## config.mk

```make
export PLATFORM = sky130hd
export DESIGN_NAME = fifo_word_packer
export DESIGN_NICKNAME = d
export VERILOG_FILES = /design/src/rtl/fifo_word_packer.sv
export SDC_FILE = /design/constraint.sdc
export NUM_CORES = 1
export LEC_CHECK = 0
export ABC_AREA = 1
export BUFFER_PORTS_ARGS = -buffer_cell sky130_fd_sc_hd__buf_2
export CORE_ASPECT_RATIO = 0.6
export CORE_MARGIN = 1
export CORE_UTILIZATION = 35
export CTS_CLUSTER_SIZE = 24
export DETAILED_ROUTE_END_ITERATION = 16
export PLACE_DENSITY = 0.56
export SYNTH_ARGS = -nofsm -noshare
export SYNTH_HDL_FRONTEND = slang
export SYNTH_SLANG_ARGS = --single-unit
```

## constraint.sdc

```tcl
create_clock -name clk_i -period 3.95 [get_ports clk_i]
set_clock_uncertainty 0.2 [all_clocks]
set_input_delay 0.395 -clock clk_i [delete_from_list [all_inputs] [get_ports clk_i]]
set_output_delay 0.395 -clock clk_i [all_outputs]
set_load 0.05 [all_outputs]
```

## src/rtl/fifo_word_packer.sv

```systemverilog
// Packs Ratio consecutive FIFO read words into one wide word.
// A flush emits a partial word; mask_o marks the filled lanes.
module fifo_word_packer #(
  parameter int unsigned InW   = 32,
  parameter int unsigned Ratio = 2,
  parameter int unsigned CntW  = $clog2(Ratio + 1)
) (
  input  logic                 clk_i,
  input  logic                 rst_ni,
  input  logic                 clr_i,
  input  logic                 valid_i,
  output logic                 ready_o,
  input  logic [InW-1:0]       data_i,
  input  logic                 flush_i,
  output logic                 valid_o,
  input  logic                 ready_i,
  output logic [InW*Ratio-1:0] data_o,
  output logic [Ratio-1:0]     mask_o,
  output logic [CntW-1:0]      cnt_o
);

  localparam logic [CntW-1:0] Full = CntW'(Ratio);

  logic [Ratio-1:0][InW-1:0] lane_q;
  logic [CntW-1:0]           cnt_q;
  logic                      flush_q;
  logic                      acc;
  logic                      out_hs;
  logic [CntW-1:0]           cnt_acc;
  logic                      flush_set;

  assign valid_o = (cnt_q == Full) | flush_q;
  assign ready_o = ~flush_q & ((cnt_q < Full) | ready_i);
  assign acc     = valid_i & ready_o;
  assign out_hs  = valid_o & ready_i;
  assign cnt_acc = cnt_q + CntW'(acc);

  // A flush only opens a word that is non-empty and not already full.
  assign flush_set = flush_i & ~valid_o
                   & (cnt_acc != '0) & (cnt_acc < Full);

  assign data_o = lane_q;
  assign cnt_o  = cnt_q;

  always_comb begin
    mask_o = '0;
    for (int k = 0; k < Ratio; k++) begin
      mask_o[k] = (CntW'(k) < cnt_q);
    end
  end

  always_ff @(posedge clk_i or negedge rst_ni) begin
    if (!rst_ni) begin
      lane_q  <= '0;
      cnt_q   <= '0;
      flush_q <= 1'b0;
    end else if (clr_i) begin
      lane_q  <= '0;
      cnt_q   <= '0;
      flush_q <= 1'b0;
    end else if (out_hs) begin
      lane_q  <= '0;
      if (acc) lane_q[0] <= data_i;
      cnt_q   <= CntW'(acc);
      flush_q <= 1'b0;
    end else begin
      for (int k = 0; k < Ratio; k++) begin
        if (acc && cnt_q == CntW'(k)) lane_q[k] <= data_i;
      end
      cnt_q <= cnt_acc;
      if (flush_set) flush_q <= 1'b1;
    end
  end

`ifndef SYNTHESIS
  a_cnt_max: assert property (@(posedge clk_i) disable iff (!rst_ni)
    cnt_o <= Full);
  a_mask_nz: assert property (@(posedge clk_i) disable iff (!rst_ni)
    valid_o |-> mask_o != '0);
  a_stable: assert property (@(posedge clk_i) disable iff (!rst_ni)
    valid_o && !ready_i && !clr_i
      |=> $stable(data_o) && $stable(mask_o));
  a_known: assert property (@(posedge clk_i) disable iff (!rst_ni)
    !$isunknown(valid_o) && !$isunknown(ready_o));
  a_known_d: assert property (@(posedge clk_i) disable iff (!rst_ni)
    valid_o |-> !$isunknown(data_o));
`endif

endmodule

```

==> results.txt, run 1 <==
----------------------------------------------------
[Timing]
  RSZ-0062 raised after global routing ... no
  Tcrit/Tclk final ... 62.27%
  Worst path setup slack after routing ... 1490 ps
  Final setup violation count ... 0
  Timing-limited maximum frequency ... between 0.4 and 0.5 GHz
  Final Hold Viols ... 0
  Actual transition at the worst max-transition pin ... 894.2 ps
  Relative slew slack ... 40.30%
  Sum of negative setup slack ... 0 ps
  Max-slew violation count ... 0
  Clock period minus final worst setup slack ... 2460 ps

[Worst setup path]
  Cell type of the slowest stage on the worst timing path ... sky130_fd_sc_hd__nand2_2
  Buf/Inv on CP ... 0
  Kind of critical path ... reg2reg
  Endpoint type of the worst setup path ... flip-flop
  Worst flop-to-flop path startpoint ... cnt_o[1]$_DFF_PN0_
  Delay of the slowest cell on the worst path ... 710 ps
  Worst setup slack for register-to-register paths ... between 1000 and 1500 ps
  Number of cells on the critical path ... 7
  Count of cells along the worst register-to-register path ... 7
  Cell seen most often among critical-path stages ... sky130_fd_sc_hd__nand2_1
  Worst setup path endpoint ... data_o[17]$_DFFE_PN0P_
  Arrival time worst endpoint ... 2530 ps
  Worst reg2reg endpoint ... data_o[17]$_DFFE_PN0P_
  Startpoint of the worst setup timing path ... cnt_o[1]$_DFF_PN0_
  Critical path data required time ... 4020 ps
  Critical Path Fanout Max ... 33
  Startpoint type of the worst setup path ... flip-flop
  Kind of cell adding the most delay to the critical path ... simple AND/OR/NAND/NOR gates
  Worst path cell trace ... nand2_1 > nand2_1 > nor2_4 > nand2_2 > nand2_2 > nand2_1 > nand2_1

[Clocking]
  Post-CTS setup repair buffer count ... 0
  Post-cts hold buffer count ... 1
  H-Tree Depth ... 3
  Clock tree from TritonCTS ... yes
  Clock sink count ... 67
  Deepest clock path buffer count ... 2
  TritonCTS buffer count ... 9
  Cts repair resizes ... 0
  Clock tree root driver cell ... sky130_fd_sc_hd__clkbuf_16
  Source-to-sink clock delay at the later pin of the worst-skew pair ... 330 ps
  Clock-pin slew on the worst setup and hold paths ... 50 ps

[Logic synthesis]
  Net count after synthesis ... 421
  Post-synth design cell area ... 3102 µm²
  Share of synthesized area occupied by flip-flops and latches ... a little over half
  Most area-consuming cells after synthesis ... sky130_fd_sc_hd__dfrtp_1, sky130_fd_sc_hd__nand2_1, sky130_fd_sc_hd__nand3_1
  Distinct cell type count of the synthesized netlist ... 20
  Area share of xor/xnor cells in the synthesized design ... 0.2824%
  Cell count after synthesis ... 382
  Synth Area in Simple Gates ... a little under two fifths
  Synthesized-area fraction occupied by ao, oa, aoi and oai cells ... less than 1%
  Mean Syn Cell Area ... 8.120 µm²
  Mux contribution to synthesized area ... 0%
  Largest family of logic cells by synthesized area ... simple AND/OR/NAND/NOR gates
  Share of Yosys cell area claimed by the top area cell type ... 54.05%
  Number of register bits inferred by synthesis ... 67
  Dominant cell type by area after synthesis ... sky130_fd_sc_hd__dfrtp_1
  Synthesis Warnings ... 0
  Area share of fa/ha/maj cells after synthesis ... 0.4034%

[Cells and area]
  Antenna diode instance count ... 0
  Fraction of final layout cells sized beyond drive strength 1 ... 27.97%
  Most frequent cells in the layout ... sky130_fd_sc_hd__nand2_1, sky130_fd_sc_hd__buf_2, sky130_fd_sc_hd__nand3_1
  Number of nets in the final layout ... 513
  FILL cells ... 877
  Commonest non-fill, non-tap cell in the layout ... sky130_fd_sc_hd__nand2_1
  Area growth from synthesis to layout ... 26.34%

[Power and ir drop]
  Power density of the placed cells ... between 700 and 800 nW/µm²
  Leakage power figure ... ~0.0023 µW
  Maximum VDD drop ... about 0.00026 V

[Worst hold path]
  Hold/Removal Path Class ... in2reg

[Route]
  Number of nets with antenna violations after routing ... 0
  DR DRC count ... 0
  Number of vias per cell ... 4.980
  Starting DRC count in detailed routing ... 220
  Routed wirelength normalized by instance count ... 15.01 µm
  Pre-antenna DRT Iters ... 5
  Detailed-route via count ... just under 3k
  Total Routed Length ... between 8 and 9 mm

[Floorplan]
  Row Count ... 26
  Vert. Die Dim ... 74.92 µm
  Width of the die ... 123.5 µm
  Die Area ... 9255 µm²
  Initial standard-cell utilization of the core ... 36.25%
  IO Pins ... 108
  Total core area ... ~8600 µm²

[Global routing]
  Largest net degree at the start of global routing ... between 70 and 80
  Antenna violations before repair ... 0
  Via count of the first global-routing pass ... approximately 2.7k
  Tot GR Track Use ... 20.52%
  First-pass GRT wire length ... 14.13 mm
  Total overflow reported by the global router ... 0

[Placement]
  Routability Congestion ... 0.8140
  IO Port Bufs ... 107
  Post-placement worst setup slack ... approximately 1400 ps
  HPWL reported at the end of detailed placement ... 5.675 mm

[Run status]
  Run status ... completed

[Flow run]
  Max-cap violation count ... 0

----------------------------------------------------
==> logic make-up (layout without fill, tap and decap cells) <==
| logic type | Yosys count | in the layout |
|---|---|---|
| AO/OA/AOI/OAI | 2 | 2 |
| XOR/XNOR | 1 | 1 |
| adder cells (fa/ha/maj) | 1 | 1 |
| buffers and inverters | 38 | 135 |
| flip-flops | 67 | 67 |
| AND/OR/NAND/NOR | 273 | 273 |
==> metrics by stage <==
| stage | utilization, % | instance area (µm²) | total power, µW | hold slack [ps] | cells |
|---|---|---|---|---|---|
| floorplan | - | 3102 | 1948 | -100.6 | 382 |
| global placement | 42.25 | 3615 | 2230 | 289.1 | 574 |
| detailed placement | 42.25 | 3615 | 2237 | 289.3 | 574 |
| CTS | 45.80 | 3919 | 3037 | 90.67 | 591 |
| global route | 45.80 | 3919 | 3172 | 95.81 | 591 |
| finish | 45.80 | 3919 | 3008 | 97.99 | 591 |
==> synthesized netlist by cell type <==
master,n
sky130_fd_sc_hd__buf_1,1
sky130_fd_sc_hd__inv_1,7
sky130_fd_sc_hd__nand4_1,1
sky130_fd_sc_hd__inv_2,2
sky130_fd_sc_hd__a21oi_1,1
sky130_fd_sc_hd__buf_4,15
sky130_fd_sc_hd__buf_2,8
sky130_fd_sc_hd__nor3_1,1
sky130_fd_sc_hd__nand3_1,96
sky130_fd_sc_hd__nand2_1,133
sky130_fd_sc_hd__xnor2_1,1
sky130_fd_sc_hd__dfrtp_1,67
sky130_fd_sc_hd__nor2_4,2
sky130_fd_sc_hd__nor2_2,1
sky130_fd_sc_hd__nand2_2,3
sky130_fd_sc_hd__nor2_1,36
sky130_fd_sc_hd__buf_6,1
sky130_fd_sc_hd__clkbuf_1,4
sky130_fd_sc_hd__ha_1,1
sky130_fd_sc_hd__a21oi_2,1
==> how the worst min path moves through the flow <==
| stage | start | end | cells past startpoint |
|---|---|---|---|
| after CTS | clr_i | cnt_o[0]$_DFF_PN0_ | 2 |
| after global placement | data_o[18]$_DFFE_PN0P_ | data_o[18]$_DFFE_PN0P_ | 2 |
| after detailed placement | data_o[20]$_DFFE_PN0P_ | data_o[20]$_DFFE_PN0P_ | 2 |
| after global routing | clr_i | cnt_o[0]$_DFF_PN0_ | 2 |
| final | clr_i | cnt_o[0]$_DFF_PN0_ | 2 |
| after floorplan | rst_ni | cnt_o[0]$_DFF_PN0_ | 0 |
==> registers in the layout, summed over array words and instances, names as in the netlist <==
name / flops
data_o: 64
flush_q: 1
cnt_o: 2
==> per-layer routing <==
metal / track usage [%] / up-vias / wire length [µm]
met2: 28.06 / 108 / 3473
met3: 7.273 / 8 / 718
li1: - / 1409 / -
met1: 30.73 / 1418 / 4612
met4: 4.418 / 0 / 68
met5: 0 / - / 0
==> final cells by class <==
| cell class | instances | area [µm²] | share of cell area, % |
|---|---|---|---|
| multi-input cells | 277 | 1214 | 30.97 |
| well taps | 112 | 140.1 | 3.576 |
| flip-flops and latches | 67 | 1677 | 42.78 |
| clock buffers | 10 | 239.0 | 6.098 |
| inverters | 9 | 33.78 | 0.8621 |
| repair buffers | 110 | 560.5 | 14.30 |
| clock inverters | 6 | 55.05 | 1.405 |
==> report_power, final <==
group          switching [µW]  internal (µW)  leakage [µW]
clock network             290            499      0.000152
registers                92.0            833      0.000899
logic                    1050            243       0.00128
total                    1430           1580       0.00233
(Power assumes the default switching activity.)
==> run 2, diff against run 1 <==
--- a/config.mk
+++ b/config.mk
@@ -5,14 +5,14 @@
 export SDC_FILE = /design/constraint.sdc
 export NUM_CORES = 1
 export LEC_CHECK = 0
-export ABC_AREA = 1
+export ABC_AREA = 0
 export BUFFER_PORTS_ARGS = -buffer_cell sky130_fd_sc_hd__buf_2
 export CORE_ASPECT_RATIO = 0.6
 export CORE_MARGIN = 1
 export CORE_UTILIZATION = 35
 export CTS_CLUSTER_SIZE = 24
 export DETAILED_ROUTE_END_ITERATION = 16
-export PLACE_DENSITY = 0.56
+export PLACE_DENSITY = 0.57
 export SYNTH_ARGS = -nofsm -noshare
 export SYNTH_HDL_FRONTEND = slang
 export SYNTH_SLANG_ARGS = --single-unit
==> constraint.sdc (replaced) <==
create_clock -name clk_i -period 2.33 [get_ports clk_i]
set_clock_uncertainty 0.2 [all_clocks]
set_input_delay 0.233 -clock clk_i [delete_from_list [all_inputs] [get_ports clk_i]]
set_output_delay 0.233 -clock clk_i [all_outputs]
set_load 0.05 [all_outputs]
==> run 2 against run 1 <==
Against the previous run:
- synthesized cell count is 28% lower
- sequential share of layout area down 2.4 points
- final area up 5.9%
- critical path depth fell by 3
- maximum frequency rose by 20%
- synthesized area decreased by 3.2%
- sequential power grew 63%
- first-iteration DRC count decreased by 31%
- cell count shrank 13%
- register-to-register slack worse by 1200 ps
- largest power group unchanged
==> results.txt, run 2 <==
----------------------------------------------------
[Logic synthesis]
  Largest family of logic cells by synthesized area ... simple AND/OR/NAND/NOR gates
  Proportion of synthesized flip-flops having asynchronous set or reset ... 100.0%
  Most area-consuming cells after synthesis ... sky130_fd_sc_hd__dfrtp_1, sky130_fd_sc_hd__mux2_1, sky130_fd_sc_hd__nand2_1
  Area share of xor/xnor cells in the synthesized design ... 0.2918%
  Area share of fa/ha/maj cells after synthesis ... 0.4168%
  Count leader, synth ... sky130_fd_sc_hd__dfrtp_1
  Synthesis Warnings ... 0
  Synthesized-area fraction occupied by ao, oa, aoi and oai cells ... 7.503%
  Synth Area in Simple Gates ... 19.55%
  Most used DFF post-synth ... sky130_fd_sc_hd__dfrtp_1
  Count of flip-flops with a built-in enable after synthesis ... 0
  Net count after synthesis ... 315
  Number of register bits inferred by synthesis ... 67
  Mean Syn Cell Area ... 10.88 µm²
  Dominant cell type by area after synthesis ... sky130_fd_sc_hd__dfrtp_1
  Commonest cells post-synth ... sky130_fd_sc_hd__dfrtp_1, sky130_fd_sc_hd__nand2_1, sky130_fd_sc_hd__mux2_1
  Share of Yosys cell area claimed by the top area cell type ... between 50% and 60%
  Share of synthesized area occupied by flip-flops and latches ... 55.86%
  Mux contribution to synthesized area ... 12.01%
  Post-synth design cell area ... approximately 3000 µm²
  Distinct cell type count of the synthesized netlist ... 27
  Cell count after synthesis ... 276

[Clocking]
  Deepest clock path buffer count ... 2
  TritonCTS buffer count ... 9
  Clock tree from TritonCTS ... yes
  Clock-pin slew on the worst setup and hold paths ... about 50 ps
  H-Tree Depth ... 3
  Clock sink count ... 67
  Clock tree root driver cell ... sky130_fd_sc_hd__clkbuf_16
  Source-to-sink clock delay at the later pin of the worst-skew pair ... 330 ps
  Post-CTS setup repair buffer count ... 0

[Worst setup path]
  Worst setup slack for register-to-register paths ... around 290 ps
  Critical path data required time ... around 2300 ps
  Cell type of the slowest stage on the worst timing path ... sky130_fd_sc_hd__or4b_1
  Worst flop-to-flop path startpoint ... flush_q$_DFFE_PN0P_
  Kind of critical path ... reg2reg
  Count of cells along the worst register-to-register path ... 4
  Critical Path Fanout Max ... 20
  Arrival time worst endpoint ... a little over 2000 ps
  Delay of the slowest cell on the worst path ... 510 ps
  Worst reg2reg endpoint ... data_o[4]$_DFFE_PN0P_
  Startpoint of the worst setup timing path ... flush_q$_DFFE_PN0P_
  Startpoint type of the worst setup path ... flip-flop
  Worst path cell trace ... or4b_1 > nand3_2 > buf_4 > mux2_1
  Endpoint type of the worst setup path ... flip-flop

[Global routing]
  First-pass GRT wire length ... 12.94 mm
  Via count of the first global-routing pass ... around 2.4k
  Tot GR Track Use ... 19.77%
  Total overflow reported by the global router ... 0
  Largest net degree at the start of global routing ... 68
  Antenna violations before repair ... 0

[Power and ir drop]
  Total power ... ~4800 µW
  Power density of the placed cells ... 1149 nW/µm²
  Switching share of total power ... 42.65%
  Maximum VDD drop ... 0.0004657 V
  Reg power frac ... 31.7%
  Leakage power figure ... 0.002175 µW
  Sw Pwr ... approximately 2000 µW
  Comb power frac ... 41.2%
  Design internal power ... 2736 µW
  Relative contribution of the clock network to total power ... 27.1%

[Route]
  Number of vias per cell ... roughly 5
  Detailed-route via count ... 2537
  Routed wirelength normalized by instance count ... ~16 µm
  Number of nets with antenna violations after routing ... 0
  Starting DRC count in detailed routing ... 152
  DR DRC count ... 0
  Pre-antenna DRT Iters ... 6
  Total Routed Length ... approximately 8 mm

[Cells and area]
  Utilization after layout ... 51.24%
  Area growth from synthesis to layout ... 38.31%
  FILL cells ... 753
  Number of nets in the final layout ... 442
  Antenna diode instance count ... 0
  Fraction of final layout cells sized beyond drive strength 1 ... 33.66%
  Most frequent cells in the layout ... sky130_fd_sc_hd__buf_2, sky130_fd_sc_hd__dfrtp_1, sky130_fd_sc_hd__nand2_1
  Max FFs per register ... 64
  Commonest non-fill, non-tap cell in the layout ... sky130_fd_sc_hd__buf_2

[Placement]
  Routability Congestion ... 0.7893
  IO Port Bufs ... between 100 and 150
  HPWL reported at the end of detailed placement ... about 5.5 mm

[Worst hold path]
  Hold path endpoint ... data_o[34]$_DFFE_PN0P_
  Hold Path Cell Cnt ... 3
  Hold/Removal Path Class ... in2reg
  Origin of the worst min-delay path ... data_i[2]

[Floorplan]
  Width of the die ... 121.6 µm
  Initial standard-cell utilization of the core ... 37.05%
  Die Area ... 8963 µm²
  Row Count ... 25
  Vert. Die Dim ... 73.74 µm
  IO Pins ... 108
  Total core area ... 8102 µm²

[Timing]
  Sum of negative setup slack ... 0 ps
  Tcrit/Tclk final ... between 80% and 90%
  Final setup violation count ... 0
  Timing-limited maximum frequency ... around 0.49 GHz
  Worst hold slack after final layout ... roughly 13 ps
  Relative slew slack ... 71.10%
  RSZ-0062 raised after global routing ... no
  Final Hold Viols ... 0
  Actual transition at the worst max-transition pin ... around 430 ps
  Clock period minus final worst setup slack ... 2042 ps
  Max-slew violation count ... 0

[Flow run]
  Max-cap violation count ... 0

[Run status]
  Run status ... completed

----------------------------------------------------
run 2: cell count changes after synthesis, sizes merged, moves of 5 or more:
cell / previous run / this run
and3: 0 / 11
nand2: 136 / 44
inv: 9 / 2
o22ai: 0 / 22
buf: 25 / 14
clkbuf: 4 / 9
mux2: 0 / 32
nand3: 96 / 1
nor3: 1 / 22
nand2b: 0 / 23
a21oi: 2 / 14
nor2: 39 / 2
run 2: power by group through the flow:
stage / clock network (µW) / registers (µW) / logic [µW]
after floorplan: 0 / 2290 / 686
after global placement: 0 / 1530 / 1930
after detailed placement: 0 / 1530 / 1950
after CTS: 1330 / 1510 / 1980
after global routing: 1380 / 1540 / 2090
final: 1290 / 1510 / 1970
run 2: layer usage:
metal / up-vias / routed length, µm / global-route usage, %
met5: - / 0 / 0
met4: 0 / 101 / 6.996
met3: 11 / 689 / 8.618
met2: 87 / 3338 / 27.15
met1: 1219 / 4106 / 27.37
li1: 1220 / - / -
run 2: logic make-up after synthesis:
family / count (synthesis)
compound gates: 38
xor+xnor: 1
fa+ha+maj: 1
buf+inv: 25
flops: 67
mux: 32
simple gates: 112
run 2: final cells by class:
type / instances / area, µm² / share of cell area, %
Inverter: 2 / 7.507 / 0.1808
Clock inverter: 3 / 40.04 / 0.9644
Tap cell: 108 / 135.1 / 3.255
Sequential cell: 67 / 1677 / 40.39
Multi-Input combinational cell: 184 / 1210 / 29.14
Timing Repair Buffer: 139 / 845.8 / 20.37
Clock buffer: 12 / 236.5 / 5.696
run 2: worst max-delay path by stage:
stage	to	slack [ps]	cells after the start
6_report	data_o[4]$_DFFE_PN0P_	290	4
5_1_grt	data_o[6]$_DFFE_PN0P_	200	4
4_1_cts	data_o[4]$_DFFE_PN0P_	280	4
3_5_place_dp	data_o[9]$_DFFE_PN0P_	300	4
3_3_place_gp	data_o[17]$_DFFE_PN0P_	330	4
2_1_floorplan	flush_q$_DFFE_PN0P_	130	7
run 2: repair_timing:
item	CTS	global route
gates resized for setup	0	0
endpoints found under the hold margin	84	0
hold buffers	18	0
run 2: stage by stage:
| step | setup slack (ps) | cell area [µm²] | std cells |
|---|---|---|---|
| after floorplan | 134.0 | 3013 | 276 |
| after global placement | 327.3 | 3695 | 482 |
| after detailed placement | 296.8 | 3695 | 482 |
| after CTS | 277.1 | 4151 | 515 |
| after global routing | 198.2 | 4151 | 515 |
| final | 287.8 | 4151 | 515 |
run 2: worst max-delay path: cells and delay by family (launching register included):
family / cells / cell delay (ps)
simple gates: 2 / 610
buf+inv: 1 / 290
mux: 1 / 370
flops: 1 / 440
==> run 3, diff against run 2 <==
--- a/config.mk
+++ b/config.mk
@@ -12,6 +12,7 @@
 export CORE_UTILIZATION = 35
 export CTS_CLUSTER_SIZE = 24
 export DETAILED_ROUTE_END_ITERATION = 16
+export GPL_TIMING_DRIVEN = 0
 export PLACE_DENSITY = 0.57
 export SYNTH_ARGS = -nofsm -noshare
 export SYNTH_HDL_FRONTEND = slang
==> run 3 against run 2 <==
Against the previous run:
- maximum frequency down 1.7%
- sequential share of layout area up 0.34 points
- largest power group unchanged
- critical path depth is the same
- die area is the same
==> results.txt, run 3 (same netlist as run 2, synthesis figures left out) <==
----------------------------------------------------
[Cells and area]
  FILL cells ... around 780
  Max FFs per register ... 64
  Seq. cell area ... around 1700 µm²
  Fraction of final layout cells sized beyond drive strength 1 ... roughly a third
  Final cell count without fillers ... about 520
  Commonest non-fill, non-tap cell in the layout ... sky130_fd_sc_hd__buf_2
  Area growth from synthesis to layout ... 37.14%
  Antenna diode instance count ... 0
  Number of nets in the final layout ... ~450
  Area taken by multi-input logic gates ... 1205 µm²
  Most frequent cells in the layout ... sky130_fd_sc_hd__buf_2, sky130_fd_sc_hd__dfrtp_1, sky130_fd_sc_hd__nand2_1

[Floorplan]
  Row Count ... 25
  Total core area ... 8102 µm²
  Initial standard-cell utilization of the core ... 37.05%
  Die Area ... ~9000 µm²
  Vert. Die Dim ... 73.74 µm
  IO Pins ... 108
  Width of the die ... 121.6 µm

[Worst setup path]
  Worst path cell trace ... or4b_1 > nand3_2 > buf_6 > mux2_1
  Cell type of the slowest stage on the worst timing path ... sky130_fd_sc_hd__or4b_1
  Critical Path Fanout Max ... 11
  Arrival time worst endpoint ... 2080 ps
  Kind of critical path ... reg2reg
  Worst setup slack for register-to-register paths ... 250 ps
  Critical path data required time ... 2340 ps
  Delay of the slowest cell on the worst path ... 550 ps
  Endpoint type of the worst setup path ... flip-flop
  Startpoint type of the worst setup path ... flip-flop

[Power and ir drop]
  Power density of the placed cells ... about 1100 nW/µm²
  Maximum VDD drop ... 0.0004074 V
  Leakage power figure ... ~0.0022 µW
  Total power ... 4722 µW

[Clocking]
  Clock tree root driver cell ... sky130_fd_sc_hd__clkbuf_16
  Post-CTS setup repair buffer count ... 0
  Cts repair resizes ... 0
  Clock tree from TritonCTS ... yes
  Clock-pin slew on the worst setup and hold paths ... 50 ps
  Deepest clock path buffer count ... 2
  H-Tree Depth ... 3
  Post-cts hold buffer count ... 15
  Clock sink count ... 67
  TritonCTS buffer count ... 9
  Source-to-sink clock delay at the later pin of the worst-skew pair ... 330 ps

[Timing]
  RSZ-0062 raised after global routing ... no
  Final setup violation count ... 0
  Clock period minus final worst setup slack ... 2078 ps
  Worst path setup slack after routing ... 251.6 ps
  Sum of negative setup slack ... 0 ps
  Relative slew slack ... between 40% and 50%
  Max-slew violation count ... 0
  Actual transition at the worst max-transition pin ... around 870 ps
  Tcrit/Tclk final ... 89.20%
  Final Hold Viols ... 0
  Timing-limited maximum frequency ... around 0.48 GHz

[Global routing]
  Largest net degree at the start of global routing ... 68
  Tot GR Track Use ... 19.47%
  First-pass GRT wire length ... 12.77 mm
  Via count of the first global-routing pass ... 2518
  Total overflow reported by the global router ... 0
  Antenna violations before repair ... 0

[Run status]
  Run status ... completed

[Route]
  DR DRC count ... 0
  Routed wirelength normalized by instance count ... 15.82 µm
  Detailed-route via count ... 2557
  Starting DRC count in detailed routing ... 118
  Number of nets with antenna violations after routing ... 0
  Total Routed Length ... 8.244 mm
  Pre-antenna DRT Iters ... 4
  Number of vias per cell ... 4.908

[Placement]
  IO Port Bufs ... 107
  Post-placement worst setup slack ... 258.0 ps
  Routability Congestion ... 0.7947
  HPWL reported at the end of detailed placement ... 5.925 mm
  Total instance count after detailed placement ... approximately 490

[Flow run]
  Max-cap violation count ... 0

[Worst hold path]
  Hold/Removal Path Class ... in2reg

----------------------------------------------------
[run 3: worst max-delay path: cells and delay by family, from the launching register on]
kind	cells	cell delay (ps)
muxes	1	340
DFF	1	490
buffers and inverters	1	190
and+or+nand+nor	2	730
[run 3: area by class of cell]
type	count	area share, %
clock buffer	13	6.565
timing repair buffer	122	16.72
tap	108	3.283
multi-input combinational	184	29.27
buffer	23	3.009
clock inverter	2	0.2432
inverter	2	0.1824
sequential	67	40.73
[run 3: power breakdown]
group / internal, µW / leakage [µW] / total [µW] / switching [µW]
Sequential: 1380 / 0.000898 / 1520 / 140
Clock: 797 / 0.000141 / 1260 / 460
Combinational: 518 / 0.00112 / 1940 / 1420
[run 3: through the flow]
step                      cell area [µm²]  hold slack [ps]  util (%)
after detailed placement             3686            203.1     45.50
after global routing                 4116            20.55     50.81
final                                4116            11.21     50.81
after global placement               3684            262.0     45.47
after CTS                            4116            1.553     50.81
after floorplan                      3013           -262.6         -
[run 3: metal layers]
layer	track usage [%]	routed length, µm
met5	0	0
met4	7.545	125
met3	7.453	706
met2	27.78	3323
met1	26.57	4089
[run 3: path summary, 6_finish.rpt]
kind,endpoint,cells past startpoint,from
worst max-delay path,data_o[30]$_DFFE_PN0P_,4,cnt_o[0]$_DFF_PN0_
worst min-delay path,data_o[58]$_DFFE_PN0P_,3,data_i[26]
worst max register to register,data_o[30]$_DFFE_PN0P_,4,cnt_o[0]$_DFF_PN0_
worst min register to register,data_o[29]$_DFFE_PN0P_,1,data_o[29]$_DFFE_PN0P_
max in group asynchronous,flush_q$_DFFE_PN0P_,2,rst_ni
min in group asynchronous,data_o[0]$_DFFE_PN0P_,2,rst_ni
